[config.mk]
export PLATFORM = sky130hd
export DESIGN_NAME = move_validate
export DESIGN_NICKNAME = d
export VERILOG_FILES = /design/src/rtl/move_validate.sv
export SDC_FILE = /design/constraint.sdc
export NUM_CORES = 1
export LEC_CHECK = 0
export ABC_CLOCK_PERIOD_IN_PS = 3050
export CORE_UTILIZATION = 48
export CTS_CLUSTER_DIAMETER = 120
export DETAILED_ROUTE_END_ITERATION = 8
export PLACE_DENSITY = 0.89
export SLEW_MARGIN = 20
export SYNTH_ARGS = -nofsm -noshare
export SYNTH_HDL_FRONTEND = slang
export SYNTH_SLANG_ARGS = --single-unit
export TNS_END_PERCENT = 1
[constraint.sdc]
create_clock -name clk -period 3.05 [get_ports clk]
set_input_delay 0.61 -clock clk [delete_from_list [all_inputs] [get_ports clk]]
set_output_delay 0.61 -clock clk [all_outputs]
set_load 0.005 [all_outputs]
[src/rtl/move_validate.sv]
// move_validate
//   Validates a proposed piece move against the board, one footprint cell per
//   cycle. When the scan ends it either commits the move into the current
//   position registers, rejects it, or signals a lock for a colliding downward
//   move.
//
//   Timing: a req sampled at edge E0 starts the scan. Footprint cells 0..15 are
//   visited in the 16 cycles after E0, one DRAIN cycle collects the last read,
//   and the single result pulse is high in the 18th cycle after E0 (the RESULT
//   state). The scan never exits early.
//
// Ports
//   clk, rst                 clock, asynchronous active-high reset
//   req, req_is_down         move request (taken only in IDLE) and its kind
//   test_pos_x/y, test_rot   proposed position / rotation
//   test_shape               4x4 footprint mask, bit r*4+c = row r, column c
//   load, spawn_x/y/rot      spawn a new piece (taken only in IDLE)
//   board_rd_en/x/y          board read request (combinational, during SCAN)
//   board_rd_data            occupancy, valid the cycle after board_rd_en
//   busy                     high in SCAN and DRAIN
//   commit, reject, lock     one-cycle result pulses (RESULT state)
//   cur_pos_x/y, cur_rot     authoritative current piece position
module move_validate #(
  parameter int BITS_X_POS = 4,
  parameter int BITS_Y_POS = 5,
  parameter int BITS_ROT   = 2,
  parameter int BOARD_W    = 10,
  parameter int BOARD_H    = 20
) (
  input  logic                  clk,
  input  logic                  rst,
  input  logic                  req,
  input  logic                  req_is_down,
  input  logic [BITS_X_POS-1:0] test_pos_x,
  input  logic [BITS_Y_POS-1:0] test_pos_y,
  input  logic [BITS_ROT-1:0]   test_rot,
  input  logic [15:0]           test_shape,
  input  logic                  load,
  input  logic [BITS_X_POS-1:0] spawn_x,
  input  logic [BITS_Y_POS-1:0] spawn_y,
  input  logic [BITS_ROT-1:0]   spawn_rot,
  output logic                  board_rd_en,
  output logic [BITS_X_POS-1:0] board_rd_x,
  output logic [BITS_Y_POS-1:0] board_rd_y,
  input  logic                  board_rd_data,
  output logic                  busy,
  output logic                  commit,
  output logic                  reject,
  output logic                  lock,
  output logic [BITS_X_POS-1:0] cur_pos_x,
  output logic [BITS_Y_POS-1:0] cur_pos_y,
  output logic [BITS_ROT-1:0]   cur_rot
);

  typedef enum logic [1:0] {IDLE, SCAN, DRAIN, RESULT} state_t;

  // Bounds at one extra bit so that x+col / y+row never wraps back in range.
  localparam logic [BITS_X_POS:0] BOUND_X = (BITS_X_POS+1)'(BOARD_W);
  localparam logic [BITS_Y_POS:0] BOUND_Y = (BITS_Y_POS+1)'(BOARD_H);

  state_t                state_q, state_d;
  logic [3:0]            idx_q, idx_d;
  logic [BITS_X_POS-1:0] lat_x_q, lat_x_d;
  logic [BITS_Y_POS-1:0] lat_y_q, lat_y_d;
  logic [BITS_ROT-1:0]   lat_rot_q, lat_rot_d;
  logic [15:0]           lat_shape_q, lat_shape_d;
  logic                  lat_down_q, lat_down_d;
  logic                  col_q, col_d;
  logic                  rd_pend_q, rd_pend_d;
  logic [BITS_X_POS-1:0] cur_x_q, cur_x_d;
  logic [BITS_Y_POS-1:0] cur_y_q, cur_y_d;
  logic [BITS_ROT-1:0]   cur_rot_q, cur_rot_d;
  logic                  commit_q, commit_d;
  logic                  reject_q, reject_d;
  logic                  lock_q, lock_d;

  logic [BITS_X_POS:0]   cell_x;
  logic [BITS_Y_POS:0]   cell_y;
  logic                  cell_on;
  logic                  col_acc;

  always_comb begin
    cell_x  = {1'b0, lat_x_q} + (BITS_X_POS+1)'(idx_q[1:0]);
    cell_y  = {1'b0, lat_y_q} + (BITS_Y_POS+1)'(idx_q[3:2]);
    cell_on = lat_shape_q[idx_q];
    // Fold in the data of last cycle's read, if one was issued.
    col_acc = col_q | (rd_pend_q & board_rd_data);
  end

  always_comb begin
    state_d     = state_q;
    idx_d       = idx_q;
    lat_x_d     = lat_x_q;
    lat_y_d     = lat_y_q;
    lat_rot_d   = lat_rot_q;
    lat_shape_d = lat_shape_q;
    lat_down_d  = lat_down_q;
    col_d       = col_q;
    rd_pend_d   = 1'b0;
    cur_x_d     = cur_x_q;
    cur_y_d     = cur_y_q;
    cur_rot_d   = cur_rot_q;
    commit_d    = 1'b0;
    reject_d    = 1'b0;
    lock_d      = 1'b0;
    board_rd_en = 1'b0;
    board_rd_x  = '0;
    board_rd_y  = '0;

    unique case (state_q)
      IDLE: begin
        if (load) begin
          cur_x_d   = spawn_x;
          cur_y_d   = spawn_y;
          cur_rot_d = spawn_rot;
        end else if (req) begin
          lat_x_d     = test_pos_x;
          lat_y_d     = test_pos_y;
          lat_rot_d   = test_rot;
          lat_shape_d = test_shape;
          lat_down_d  = req_is_down;
          col_d       = 1'b0;
          idx_d       = 4'd0;
          state_d     = SCAN;
        end
      end

      SCAN: begin
        col_d = col_acc;
        if (cell_on) begin
          if ((cell_x >= BOUND_X) || (cell_y >= BOUND_Y)) begin
            col_d = 1'b1;
          end else begin
            board_rd_en = 1'b1;
            board_rd_x  = cell_x[BITS_X_POS-1:0];
            board_rd_y  = cell_y[BITS_Y_POS-1:0];
          end
        end
        rd_pend_d = board_rd_en;
        idx_d     = idx_q + 4'd1;
        if (idx_q == 4'd15) begin
          state_d = DRAIN;
        end
      end

      DRAIN: begin
        // The verdict is registered here so the pulse and the position update
        // land on the same edge.
        col_d   = col_acc;
        state_d = RESULT;
        if (!col_acc) begin
          commit_d  = 1'b1;
          cur_x_d   = lat_x_q;
          cur_y_d   = lat_y_q;
          cur_rot_d = lat_rot_q;
        end else if (lat_down_q) begin
          lock_d = 1'b1;
        end else begin
          reject_d = 1'b1;
        end
      end

      RESULT: begin
        state_d = IDLE;
      end

      default: begin
        state_d = IDLE;
      end
    endcase
  end

  always_ff @(posedge clk or posedge rst) begin
    if (rst) begin
      state_q     <= IDLE;
      idx_q       <= 4'd0;
      lat_x_q     <= '0;
      lat_y_q     <= '0;
      lat_rot_q   <= '0;
      lat_shape_q <= '0;
      lat_down_q  <= 1'b0;
      col_q       <= 1'b0;
      rd_pend_q   <= 1'b0;
      cur_x_q     <= BITS_X_POS'(3);
      cur_y_q     <= '0;
      cur_rot_q   <= '0;
      commit_q    <= 1'b0;
      reject_q    <= 1'b0;
      lock_q      <= 1'b0;
    end else begin
      state_q     <= state_d;
      idx_q       <= idx_d;
      lat_x_q     <= lat_x_d;
      lat_y_q     <= lat_y_d;
      lat_rot_q   <= lat_rot_d;
      lat_shape_q <= lat_shape_d;
      lat_down_q  <= lat_down_d;
      col_q       <= col_d;
      rd_pend_q   <= rd_pend_d;
      cur_x_q     <= cur_x_d;
      cur_y_q     <= cur_y_d;
      cur_rot_q   <= cur_rot_d;
      commit_q    <= commit_d;
      reject_q    <= reject_d;
      lock_q      <= lock_d;
    end
  end

  assign busy      = (state_q == SCAN) || (state_q == DRAIN);
  assign commit    = commit_q;
  assign reject    = reject_q;
  assign lock      = lock_q;
  assign cur_pos_x = cur_x_q;
  assign cur_pos_y = cur_y_q;
  assign cur_rot   = cur_rot_q;

endmodule
==> flow_metrics.env <==
export IMPL_ios=69
export IMPL_cp_slowest_cell="fa_2"
export IMPL_pwr_share_seq_pct=34.1
export IMPL_ir_worst_vdd_mv=0.515
export IMPL_crit_required_ns=2.44
export IMPL_min_period_ns=3.22
export IMPL_ys_ff_latch=50
export IMPL_fmax_mhz=311
export IMPL_cts_tree="built"
export IMPL_layout_common_cells="58 x clkdlybuf4s50_1, 47 x dfrtp_1, 28 x mux2_2"
export IMPL_rsz0062_at_grt="yes"
export IMPL_cts_hold_buf=0
export IMPL_grt_antenna_before_repair=0
export IMPL_hpwl_mm=4.25
export IMPL_syn_nets=276
export IMPL_vias_per_cell=5.61
export IMPL_final_setup_tns_ns=-1.15
export IMPL_leakagePower_nw=1.60
export IMPL_r2r_worst_path_cells=8
export IMPL_power_total_mw=3.64
export IMPL_final_common_cell="clkdlybuf4s50_1"
export IMPL_grtUsageTotal_pct=24.3
export IMPL_drv_slew=0
export IMPL_synth_distinct_cells=40
export IMPL_finalNonFillerCells=386
export IMPL_grt_max_degree=39
export IMPL_cts_sinks=50
export IMPL_wl_per_cell_um=17.3
export IMPL_worstPathArrival_ns=2.61
export IMPL_tightest_slew_ns=0.501
export IMPL_setup_slack_ns=-0.170
export IMPL_dr_pass1_iters=4
export IMPL_rows=26
export IMPL_start_kind="flip-flop"
export IMPL_syn_inst=221
export IMPL_violations="setup timing"
export IMPL_holdCritPathClass="reg -> reg"
export IMPL_placed_cell_area_sq_mm=0.00343
export IMPL_p_sw_share_pct=38.3
export IMPL_drc=0
export IMPL_antennaDiodeCount=0
export IMPL_cts_buffers=5
export IMPL_clkPwrFrac_pct=11.2
export IMPL_cp_num_buf_inv=3
export IMPL_htree_levels=2
export IMPL_nFillCells=386
export IMPL_hold_path_depth=1
export IMPL_fp_dieW_um=75.2
export IMPL_p_int_mw=2.24
export IMPL_fp_dieH_um=75.2
export IMPL_synthToLayoutAreaGrowth_pct=42.4
export IMPL_dp_cells=366
export IMPL_worstSetupPathType="reg -> out"
export IMPL_dieArea_sq_mm=0.00566
export IMPL_status="complete, but fails checks"
export IMPL_wl_mm=6.67
export IMPL_portBuffers=68
export IMPL_finalInstanceArea_sq_mm=0.00366
export IMPL_start_util_pct=50.0
export IMPL_slowest_delay_ns=0.46
export IMPL_finalSetupViolCount=10
export IMPL_worstPathCellList="ha_2, fa_2, nor2_2, a2bb2oi_2, a21o_1, o2111ai_4, inv_4, buf_4, and2_1, buf_2"
export IMPL_vias=2167
export IMPL_crit_family="adder cells"
export IMPL_hold_viol=0
export IMPL_clk_path_buf_depth=2
export IMPL_core_area_sq_mm=0.00514
export IMPL_ant_nets=0
export IMPL_gp_congestion=0.778
export IMPL_grt_pass1_vias=2154
export IMPL_combPwrFrac_pct=54.7
export IMPL_power_density_mw_per_mm2=993
export IMPL_slew_headroom_pct=66.2
export IMPL_path_max_fanout=4
export IMPL_grt_pass1_wl_mm=10.1
export IMPL_drive_gt1_share_pct=31.6
export IMPL_root_buffer="clkbuf_8"
export IMPL_syn_area_sq_mm=0.00257
export IMPL_synth_seq_area_share_pct=48.7
export IMPL_clkLatencyLatePin_ns=0.31
export IMPL_cts_clk_slew_worst_paths_ns=0.09
export IMPL_switchingPower_mw=1.39
export IMPL_grt_overflow_total=0
export IMPL_cp_end_kind="output port"
export IMPL_min_period_over_period_pct=106
export IMPL_nets=370
export IMPL_ys_warn_count=0
export IMPL_crit_cells=10
export IMPL_finalClockSkew_ns=0.00936
export IMPL_drt_iter0_drc=111
export IMPL_postSynthAreaPerCell_sq_um=11.6
export IMPL_drv_cap=0
final timing paths:
path / start / endpoint / slack, ns
setup / recovery: idx_q[0]$_DFFE_PP0P_ / board_rd_x[0] / -0.17
hold reg to reg: lat_down_q$_DFFE_PP0P_ / reject$_DFF_PP0_ / 0.46
max in group asynchronous: rst / idx_q[1]$_DFFE_PP0P_ / 1.70
setup reg to reg: idx_q[0]$_DFFE_PP0P_ / rd_pend_q$_DFF_PP0_ / 0.93
min in group asynchronous: rst / cur_pos_y[2]$_DFFE_PP0P_ / 0.55
hold / removal: lat_down_q$_DFFE_PP0P_ / reject$_DFF_PP0_ / 0.46
power by group through the flow:
stage	Clock (mW)	Combinational, mW	Sequential, mW
3_3_place_gp	0	1.64	1.20
2_1_floorplan	0	1.08	1.17
5_1_grt	0.433	2.15	1.28
4_1_cts	0.408	1.81	1.22
6_report	0.408	1.99	1.24
3_5_place_dp	0	1.70	1.23
repair_timing:
item,CTS,global route
setup endpoints to repair,10,10
pin swaps,10,8
resized for setup,16,46
setup buffers,10,2
hold endpoints to repair,0,0
Yosys cell counts:
| cell | instances | area [sq um] |
|---|---|---|
| mux2i_1 | 17 | 170 |
| a22oi_1 | 1 | 7.51 |
| o21a_1 | 1 | 7.51 |
| a211oi_1 | 1 | 7.51 |
| a22o_1 | 2 | 17.5 |
| nand2_1 | 10 | 37.5 |
| xor2_1 | 2 | 17.5 |
| inv_1 | 4 | 15.0 |
| o211a_1 | 1 | 10.0 |
| buf_1 | 1 | 3.75 |
| nand2b_1 | 2 | 12.5 |
| a32o_1 | 1 | 10.0 |
| dfstp_2 | 2 | 52.6 |
| o2111ai_4 | 1 | 26.3 |
| o21ai_0 | 5 | 25.0 |
| nor3b_1 | 2 | 15.0 |
| mux4_2 | 2 | 45.0 |
| fa_1 | 2 | 40.0 |
| nor3_1 | 2 | 10.0 |
| ha_1 | 9 | 113 |
| nor2_1 | 21 | 78.8 |
| a31oi_1 | 3 | 18.8 |
| a31o_2 | 1 | 8.76 |
| buf_2 | 2 | 10.0 |
| a2bb2oi_1 | 1 | 8.76 |
| nand3b_1 | 2 | 15.0 |
| xnor2_1 | 3 | 26.3 |
| and3_1 | 1 | 6.26 |
| and2_1 | 5 | 31.3 |
| mux2_2 | 28 | 315 |
| nand3_1 | 4 | 20.0 |
| a21oi_1 | 17 | 85.1 |
| dfrtp_1 | 48 | 1200 |
| nand4_1 | 1 | 6.26 |
| clkbuf_1 | 7 | 26.3 |
| buf_6 | 1 | 11.3 |
| inv_4 | 1 | 6.26 |
| nor2b_1 | 3 | 18.8 |
| o2111a_2 | 1 | 12.5 |
| a21o_1 | 3 | 22.5 |
metal layers:
layer	share of wire [%]	vias to the layer above	GRT usage, %
li1	-	974	-
met1	40	1083	29.5
met2	52	82	42.3
met3	4.5	28	5.49
met4	3.7	0	9.26
met5	0	-	0
logic make-up after synthesis:
kind of cell               after synthesis  share of synthesized area [%]
AOI/OAI and AO/OA                       39                           10.4
adders and majority gates               11                           5.93
muxes                                   47                           20.6
xor gates and xnor gates                 5                           1.70
DFF                                     50                           48.7
buffers and inverters                   16                           2.82
and+or+nand+nor                         53                           9.78
state kept, by name, summed over array words and instances (netlist names):
signal,flops
reject,1
lat_x_q,4
lat_down_q,1
col_q,1
cur_pos_y,5
cur_rot,2
idx_q,4
lock,1
commit,1
lat_y_q,5
lat_rot_q,2
cur_pos_x,4
rd_pend_q,1
state_q,2
lat_shape_q,16
worst register-to-register path, cell delays in order, from the launching register on:
cell and delay, ns:
dfrtp_1 0.42, ha_2 0.21, fa_2 0.46, nor2_2 0.14
a2bb2oi_2 0.16, a21o_1 0.21, o2111ai_4 0.21, inv_4 0.13
buf_6 0.12
stage by stage:
stage                     util (%)  setup WS [ns]  hold WS (ns)
after floorplan                  -          0.442         0.409
after global placement        66.7        -0.0532         0.416
after detailed placement      66.7         -0.142         0.444
after CTS                     70.1         -0.247         0.456
after global routing          71.3         -0.247         0.466
final                         71.3         -0.170         0.462
layout make-up:
cell class / count / area (sq um) / area share [%]
repair buffers: 98 / 893 / 24.4
well taps: 70 / 87.6 / 2.39
clock buffers: 7 / 86.3 / 2.36
flip-flops and latches: 50 / 1250 / 34.3
inverters: 5 / 21.3 / 0.581
multi-input cells: 155 / 1320 / 35.9
clock inverters: 1 / 5.00 / 0.137
(Power assumes the default switching activity.)
